[config.mk]
export PLATFORM = sky130hd
export DESIGN_NAME = mfp_ahb_bot_hub
export DESIGN_NICKNAME = d
export VERILOG_FILES = /design/src/rtl/mfp_ahb_bot_hub_pkg.sv /design/src/rtl/mfp_bot_chan.sv /design/src/rtl/mfp_ahb_bot_hub.sv
export SDC_FILE = /design/constraint.sdc
export NUM_CORES = 1
export LEC_CHECK = 0
export ABC_AREA = 1
export ABC_CLOCK_PERIOD_IN_PS = 2700
export CAP_MARGIN = 20
export CORE_ASPECT_RATIO = 1.25
export CORE_UTILIZATION = 48
export DETAILED_ROUTE_END_ITERATION = 10
export GPL_TIMING_DRIVEN = 0
export MAX_ROUTING_LAYER = met4
export PLACE_DENSITY = 0.82
export SETUP_SLACK_MARGIN = 0.3
export SYNTH_ARGS = -nofsm -noshare
export SYNTH_HDL_FRONTEND = slang
export SYNTH_SLANG_ARGS = --single-unit
[constraint.sdc]
create_clock -name HCLK -period 2.7 [get_ports HCLK]
set_input_delay 0.81 -clock HCLK [delete_from_list [all_inputs] [get_ports HCLK]]
set_output_delay 0.81 -clock HCLK [all_outputs]
set_load 0.02 [all_outputs]
[src/rtl/mfp_ahb_bot_hub_pkg.sv]
// mfp_ahb_bot_hub_pkg: shared constants for the multi-bot AHB-Lite hub.
// Register offsets, STATUS bit positions, decoder base and a STATUS packer.
package mfp_ahb_bot_hub_pkg;

    localparam logic [1:0] MFP_BOTHUB_CTRL   = 2'd0;
    localparam logic [1:0] MFP_BOTHUB_INFO   = 2'd1;
    localparam logic [1:0] MFP_BOTHUB_STATUS = 2'd2;
    localparam logic [1:0] MFP_BOTHUB_UPDCNT = 2'd3;

    localparam int MFP_BOTHUB_PEND = 0;
    localparam int MFP_BOTHUB_OVR  = 1;
    localparam int MFP_BOTHUB_IE   = 8;

    localparam logic [31:0] MFP_BOTHUB_BASE = 32'h1f80_2000;

    localparam logic [2:0] HSIZE_WORD = 3'b010;

    function automatic logic [31:0] status_word(
        input logic pend,
        input logic ovr,
        input logic ie
    );
        logic [31:0] w;
        w                  = '0;
        w[MFP_BOTHUB_PEND] = pend;
        w[MFP_BOTHUB_OVR]  = ovr;
        w[MFP_BOTHUB_IE]   = ie;
        return w;
    endfunction

endpackage

[src/rtl/mfp_bot_chan.sv]
// mfp_bot_chan: one bot channel (CTRL, INFO snapshot, PEND/OVR/IE, ACK).
// UPDCNT counter only exists when MFP_BOTHUB_UPDCNT_EN is defined.
module mfp_bot_chan
    import mfp_ahb_bot_hub_pkg::*;
#(
    parameter int CTRL_W = 8,
    parameter int INFO_W = 32
) (
    input  logic              clk,
    input  logic              rst,
    input  logic              wr_ctrl,
    input  logic              wr_status,
    input  logic [31:0]       wdata,
    input  logic [INFO_W-1:0] info_in,
    input  logic              updt_sync,
    input  logic [1:0]        rd_off,
    output logic [CTRL_W-1:0] ctrl,
    output logic              ack,
    output logic              irq,
    output logic [31:0]       rd_data
);

    logic              sync_q;
    logic              updt_edge;
    logic              pend_clr;
    logic              collide;
    logic              pend, pend_nx;
    logic              ovr, ovr_nx;
    logic              ie, ie_nx;
    logic [CTRL_W-1:0] ctrl_nx;
    logic [INFO_W-1:0] info, info_nx;
    logic [15:0]       updcnt_nx;
    logic [31:0]       unused_wdata;

    assign unused_wdata = wdata;

    assign updt_edge = updt_sync & ~sync_q;
    assign pend_clr  = wr_status & wdata[MFP_BOTHUB_PEND];
    assign collide   = updt_edge & pend_clr;
    assign irq       = pend & ie;

    // Next-state values; also feed the read mux so a read right after a
    // write sees the freshly written value.
    always_comb begin
        ctrl_nx = wr_ctrl ? wdata[CTRL_W-1:0] : ctrl;
        info_nx = updt_edge ? info_in : info;
        ie_nx   = wr_status ? wdata[MFP_BOTHUB_IE] : ie;
        pend_nx = pend;
        ovr_nx  = ovr;
        if (updt_edge) begin
            pend_nx = 1'b1;
        end else if (pend_clr) begin
            pend_nx = 1'b0;
        end
        if (collide) begin
            ovr_nx = ovr;
        end else if (updt_edge && pend) begin
            ovr_nx = 1'b1;
        end else if (wr_status && wdata[MFP_BOTHUB_OVR]) begin
            ovr_nx = 1'b0;
        end
    end

    // Channel state registers and the one-cycle acknowledge.
    always_ff @(posedge clk) begin
        if (rst) begin
            sync_q <= 1'b0;
            ctrl   <= '0;
            info   <= '0;
            pend   <= 1'b0;
            ovr    <= 1'b0;
            ie     <= 1'b0;
            ack    <= 1'b0;
        end else begin
            sync_q <= updt_sync;
            ctrl   <= ctrl_nx;
            info   <= info_nx;
            pend   <= pend_nx;
            ovr    <= ovr_nx;
            ie     <= ie_nx;
            ack    <= pend_clr;
        end
    end

`ifdef MFP_BOTHUB_UPDCNT_EN
    logic [15:0] updcnt;

    assign updcnt_nx = updt_edge ? updcnt + 16'd1 : updcnt;

    // Wrapping count of update events.
    always_ff @(posedge clk) begin
        if (rst) begin
            updcnt <= '0;
        end else begin
            updcnt <= updcnt_nx;
        end
    end
`else
    assign updcnt_nx = '0;
`endif

    // Per-channel register read mux.
    always_comb begin
        rd_data = '0;
        case (rd_off)
            MFP_BOTHUB_CTRL:   rd_data = 32'(ctrl_nx);
            MFP_BOTHUB_INFO:   rd_data = 32'(info_nx);
            MFP_BOTHUB_STATUS: rd_data = status_word(pend_nx, ovr_nx, ie_nx);
            default:           rd_data = 32'(updcnt_nx);
        endcase
    end

endmodule

[src/rtl/mfp_ahb_bot_hub.sv]
// mfp_ahb_bot_hub: AHB-Lite slave hosting N_BOTS Rojobot channels + IRQ.
// Optional UPDCNT counters are built when MFP_BOTHUB_UPDCNT_EN is defined.
module mfp_ahb_bot_hub
    import mfp_ahb_bot_hub_pkg::*;
#(
    parameter int N_BOTS = 2,
    parameter int CTRL_W = 8,
    parameter int INFO_W = 32
) (
    input  logic                     HCLK,
    input  logic                     SI_Reset,
    input  logic                     HSEL,
    input  logic [31:0]              HADDR,
    input  logic [1:0]               HTRANS,
    input  logic                     HWRITE,
    input  logic [2:0]               HSIZE,
    input  logic [31:0]              HWDATA,
    output logic [31:0]              HRDATA,
    output logic                     HREADY,
    output logic                     HRESP,
    output logic [N_BOTS*CTRL_W-1:0] IO_BotCtrl,
    input  logic [N_BOTS*INFO_W-1:0] IO_BotInfo,
    input  logic [N_BOTS-1:0]        IO_BotUpdt_Sync,
    output logic [N_BOTS-1:0]        IO_INT_ACK,
    output logic                     IO_Int
);

    logic              valid_q;
    logic              hwrite_q;
    logic [2:0]        hsize_q;
    logic [4:0]        addr_q;
    logic              wr_word;
    logic [2:0]        wchan;
    logic [1:0]        woff;
    logic              rd_req;
    logic [31:0]       rd_word;
    logic [N_BOTS-1:0] irq;
    logic [31:0]       ch_rdata [N_BOTS];
    logic              unused_bus;

    assign unused_bus = ^{HADDR[31:7], HADDR[1:0], HTRANS[0]};

    assign HREADY = 1'b1;
    assign HRESP  = 1'b0;
    assign IO_Int = |irq;

    assign wr_word = valid_q & hwrite_q & (hsize_q == HSIZE_WORD);
    assign wchan   = addr_q[4:2];
    assign woff    = addr_q[1:0];
    assign rd_req  = HSEL & HTRANS[1] & ~HWRITE;

    // Address-phase capture; cleared on reset so a pending data phase is lost.
    always_ff @(posedge HCLK) begin
        if (SI_Reset) begin
            valid_q  <= 1'b0;
            hwrite_q <= 1'b0;
            hsize_q  <= '0;
            addr_q   <= '0;
        end else begin
            valid_q  <= HSEL & HTRANS[1];
            hwrite_q <= HWRITE;
            hsize_q  <= HSIZE;
            addr_q   <= HADDR[6:2];
        end
    end

    for (genvar k = 0; k < N_BOTS; k++) begin : g_chan
        logic sel;
        assign sel = wr_word & (wchan == 3'(k));

        mfp_bot_chan #(
            .CTRL_W(CTRL_W),
            .INFO_W(INFO_W)
        ) u_chan (
            .clk      (HCLK),
            .rst      (SI_Reset),
            .wr_ctrl  (sel & (woff == MFP_BOTHUB_CTRL)),
            .wr_status(sel & (woff == MFP_BOTHUB_STATUS)),
            .wdata    (HWDATA),
            .info_in  (IO_BotInfo[k*INFO_W +: INFO_W]),
            .updt_sync(IO_BotUpdt_Sync[k]),
            .rd_off   (HADDR[3:2]),
            .ctrl     (IO_BotCtrl[k*CTRL_W +: CTRL_W]),
            .ack      (IO_INT_ACK[k]),
            .irq      (irq[k]),
            .rd_data  (ch_rdata[k])
        );
    end

    // Channel select for reads; unpopulated channels read as zero.
    always_comb begin
        rd_word = '0;
        if (rd_req) begin
            for (int i = 0; i < N_BOTS; i++) begin
                if (HADDR[6:4] == 3'(i)) begin
                    rd_word = ch_rdata[i];
                end
            end
        end
    end

    // Registered read data, presented in the data phase.
    always_ff @(posedge HCLK) begin
        if (SI_Reset) begin
            HRDATA <= '0;
        end else begin
            HRDATA <= rd_word;
        end
    end

endmodule
==> flow_summary.yaml <==
routing:
  vias_per_cell: 5.016
  drt-wirelength-per-cell_um: 14.60
  first_pass_iters: 5
  postRouteAntennaNets: 0
  num_vias: 4946
  dr.first_iter.drc_count: 375
  drc: 0
  finalWirelength_mm: 14.40
floorplan:
  fp.dieArea_sq_um: 11510
  ioPinCount: 192
  start_util_pct: 49.86
  die_y_um: 119.7
  core-area_sq_um: 10670
  die_w_um: 96.15
  std_cell_rows: 42
clock_network:
  post_cts_buffers: 0
  clockBufferDepth: 2
  clock_latency_ns: 0.42
  clk_pin_slew_ns: 0.06
  cts_tree: "done"
  cts_resized: 0
  root_buffer: "clkbuf_16"
  cts_sinks: 132
  cts_inserted_buffers: 17
  cts_max_level: 4
  cts_hold_buf: 0
grt:
  grt_overflow: 0
  grt_first_pass_wirelength_mm: 22.63
  grt_pass1_vias: 4917
  grt_max_degree: 17
  grt_usage_pct: 27.20
  grt_antenna_before_repair: 0
synthesis:
  synth_enable_flop_cells: 0
  syn_nets: 824
  synth_warnings: 0
  ys_top_cells_by_area: "dfxtp_1 (50%), nand2_1 (7.7%), nor2_1 (7.0%), inv_1 (5.5%), o21ai_1 (4.7%)"
  netlist_top_cells_count: "dfxtp_1 (132), nand2_1 (109), nor2_1 (99)"
  syn_area_per_cell_sq_um: 7.765
  ys_seq_area_share_pct: 49.68
  synth.most_common_cell: "dfxtp_1"
  synth_top_area_cell: "dfxtp_1"
  synthArstFlopShare_pct: 0
  ys_ff_latch: 132
  synth_cell_type_count: 33
  synth_ff_type: "dfxtp_1"
  syn_area_sq_um: 5319
  syn_inst: 685
  synth_top_area_share_pct: 49.68
worst_hold_path:
  hold_path.class: "flop to flop"
  whs_endpoint: "g_chan[0].u_chan.info[4]"
  min_from: "g_chan[0].u_chan.info[4]"
  hold_path_depth: 2
pwr:
  switchingPower_mw: 1.132
  p_leak_nw: 3.303
  powerDensity_nw_per_um2: 684.3
  comb_power_share_pct: 10.1
  internal-power_mw: 4.011
  swShare_pct: 22.01
  vdd.ir_drop.worst_uv: 468.9
  pwr-share-seq_pct: 40.0
  p_clk_share_pct: 49.9
layout:
  drive_above_1_share_pct: 12.18
  post-route-util_pct: 70.46
  final_cell_area_sq_um: 7516
  multi_input_area_sq_um: 2137
  register_area_sq_um: 2643
  fillers: 821
  diodes: 0
  final_nets: 980
  synthToLayoutAreaGrowth_pct: 41.31
setup_path:
  startpoint_type: "flop"
  cp.arrival_ns: 1.53
  r2r_end: "HRDATA[20]"
  ff2ff_path_depth: 9
  reg2reg_slack_ns: 1.01
  r2r_start: "g_chan[1].u_chan.sync_q"
  cp-end-kind: "output pin"
  crit_type: "flop to output pin"
  crit_required_ns: 1.89
  cp_max_fo: 3
outcome:
  status: "finished, final reports clean"
timing:
  rsz0062_at_grt: "no"
  hold_viol: 0
  tightest_slew_ns: 0.6254
  slew_viol_final: 0
  max-slew-margin-rel_pct: 58.31
  period_share_pct: 86.79
  post-route-min-period_ns: 2.343
  fmax_mhz: 426.8
  fin_tns_setup_ns: 0
  fin_skew_ns: 0.007872
  setup_violations: 0
placed_design:
  placed_area_sq_um: 6855
  post-dp-hpwl_mm: 10.25
  gp_congestion: 0.8895
  io_buffers: 137
job:
  maxCapViolCount: 0
[power groups by stage]
stage	Sequential, mW	Combinational, mW	Clock (mW)
finish	2.06	0.519	2.57
global route	2.06	0.572	2.66
CTS	2.06	0.519	2.57
detailed placement	2.10	0.509	0
global placement	2.09	0.495	0
floorplan	2.09	0.294	0
[cells in the final DEF, fill, tap and decap left out, types with 5 or more instances in the layout]
cell type        instances
clkdlybuf4s50_1        137
o22ai_1                 14
nand3_1                  5
o21ai_1                 50
clkbuf_1                21
or2_2                   29
inv_2                   12
a21oi_1                 35
bufinv_16                5
o21ai_0                 17
clkbuf_16               17
mux2i_1                 16
nor2_1                  99
buf_1                    6
or2_1                   23
buf_4                    6
inv_1                   78
dfxtp_1                132
nand2_1                109
[kinds of logic after synthesis]
logic type,count (synthesis),synth area share [%]
flip-flops,132,49.68
buffers and inverters,129,10.14
multiplexers,16,3.011
AND/OR/NAND/NOR,287,25.31
AO/OA/AOI/OAI,119,11.71
other,2,0.1412
[worst max-delay path, stage by stage (launching register included)]
cell	delay, ns
dfxtp_1	0.35
nand2_1	0.07
nand2_1	0.09
clkdlybuf4s50_1	0.61
[how the worst max path moves through the flow]
stage	from	cells after the start	slack, ns	endpoint
global route	g_chan[0].u_chan.pend	3	0.30	IO_Int
detailed placement	IO_BotUpdt_Sync[1]	9	0.05	HRDATA[16]
finish	g_chan[0].u_chan.pend	3	0.36	IO_Int
global placement	HSEL	8	0.1	HRDATA[30]
CTS	g_chan[0].u_chan.pend	3	0.35	IO_Int
floorplan	IO_BotUpdt_Sync[0]	11	0.79	HRDATA[1]
[sequential cells by signal (all words and copies together), names as in the netlist, 2 cells and up]
register	count
addr_q	5
g_chan.u_chan.info	64
g_chan.u_chan.ctrl	16
g_chan.u_chan.ack	2
g_chan.u_chan.sync_q	2
HRDATA	32
g_chan.u_chan.pend	2
g_chan.u_chan.ie	2
hsize_q	3
g_chan.u_chan.ovr	2
[cell type report]
type / instances / share of cell area [%]
Sequential cell: 132 / 35.16
Multi-Input combinational cell: 424 / 28.43
Timing Repair Buffer: 137 / 18.25
Clock buffer: 23 / 6.492
Inverter: 91 / 4.611
Buffer: 38 / 2.564
Clock inverter: 9 / 2.297
Tap cell: 132 / 2.197
[layer usage]
layer | global-route usage [%] | part of all wire (%)
met1 | 28.38 | 37
met2 | 47.12 | 53
met3 | 6.844 | 6.8
met4 | 12.50 | 3.0
met5 | - | 0
[metrics by stage]
step,instances,setup slack [ns],hold slack (ns),total power [mW]
finish,986,0.3567,0.4976,5.143
global route,986,0.3033,0.5348,5.297
CTS,986,0.3451,0.5051,5.150
detailed placement,954,0.04910,0.4927,2.608
global placement,954,0.09833,0.4692,2.588
floorplan,685,0.7939,0.4523,2.386
(Power assumes the default switching activity.)
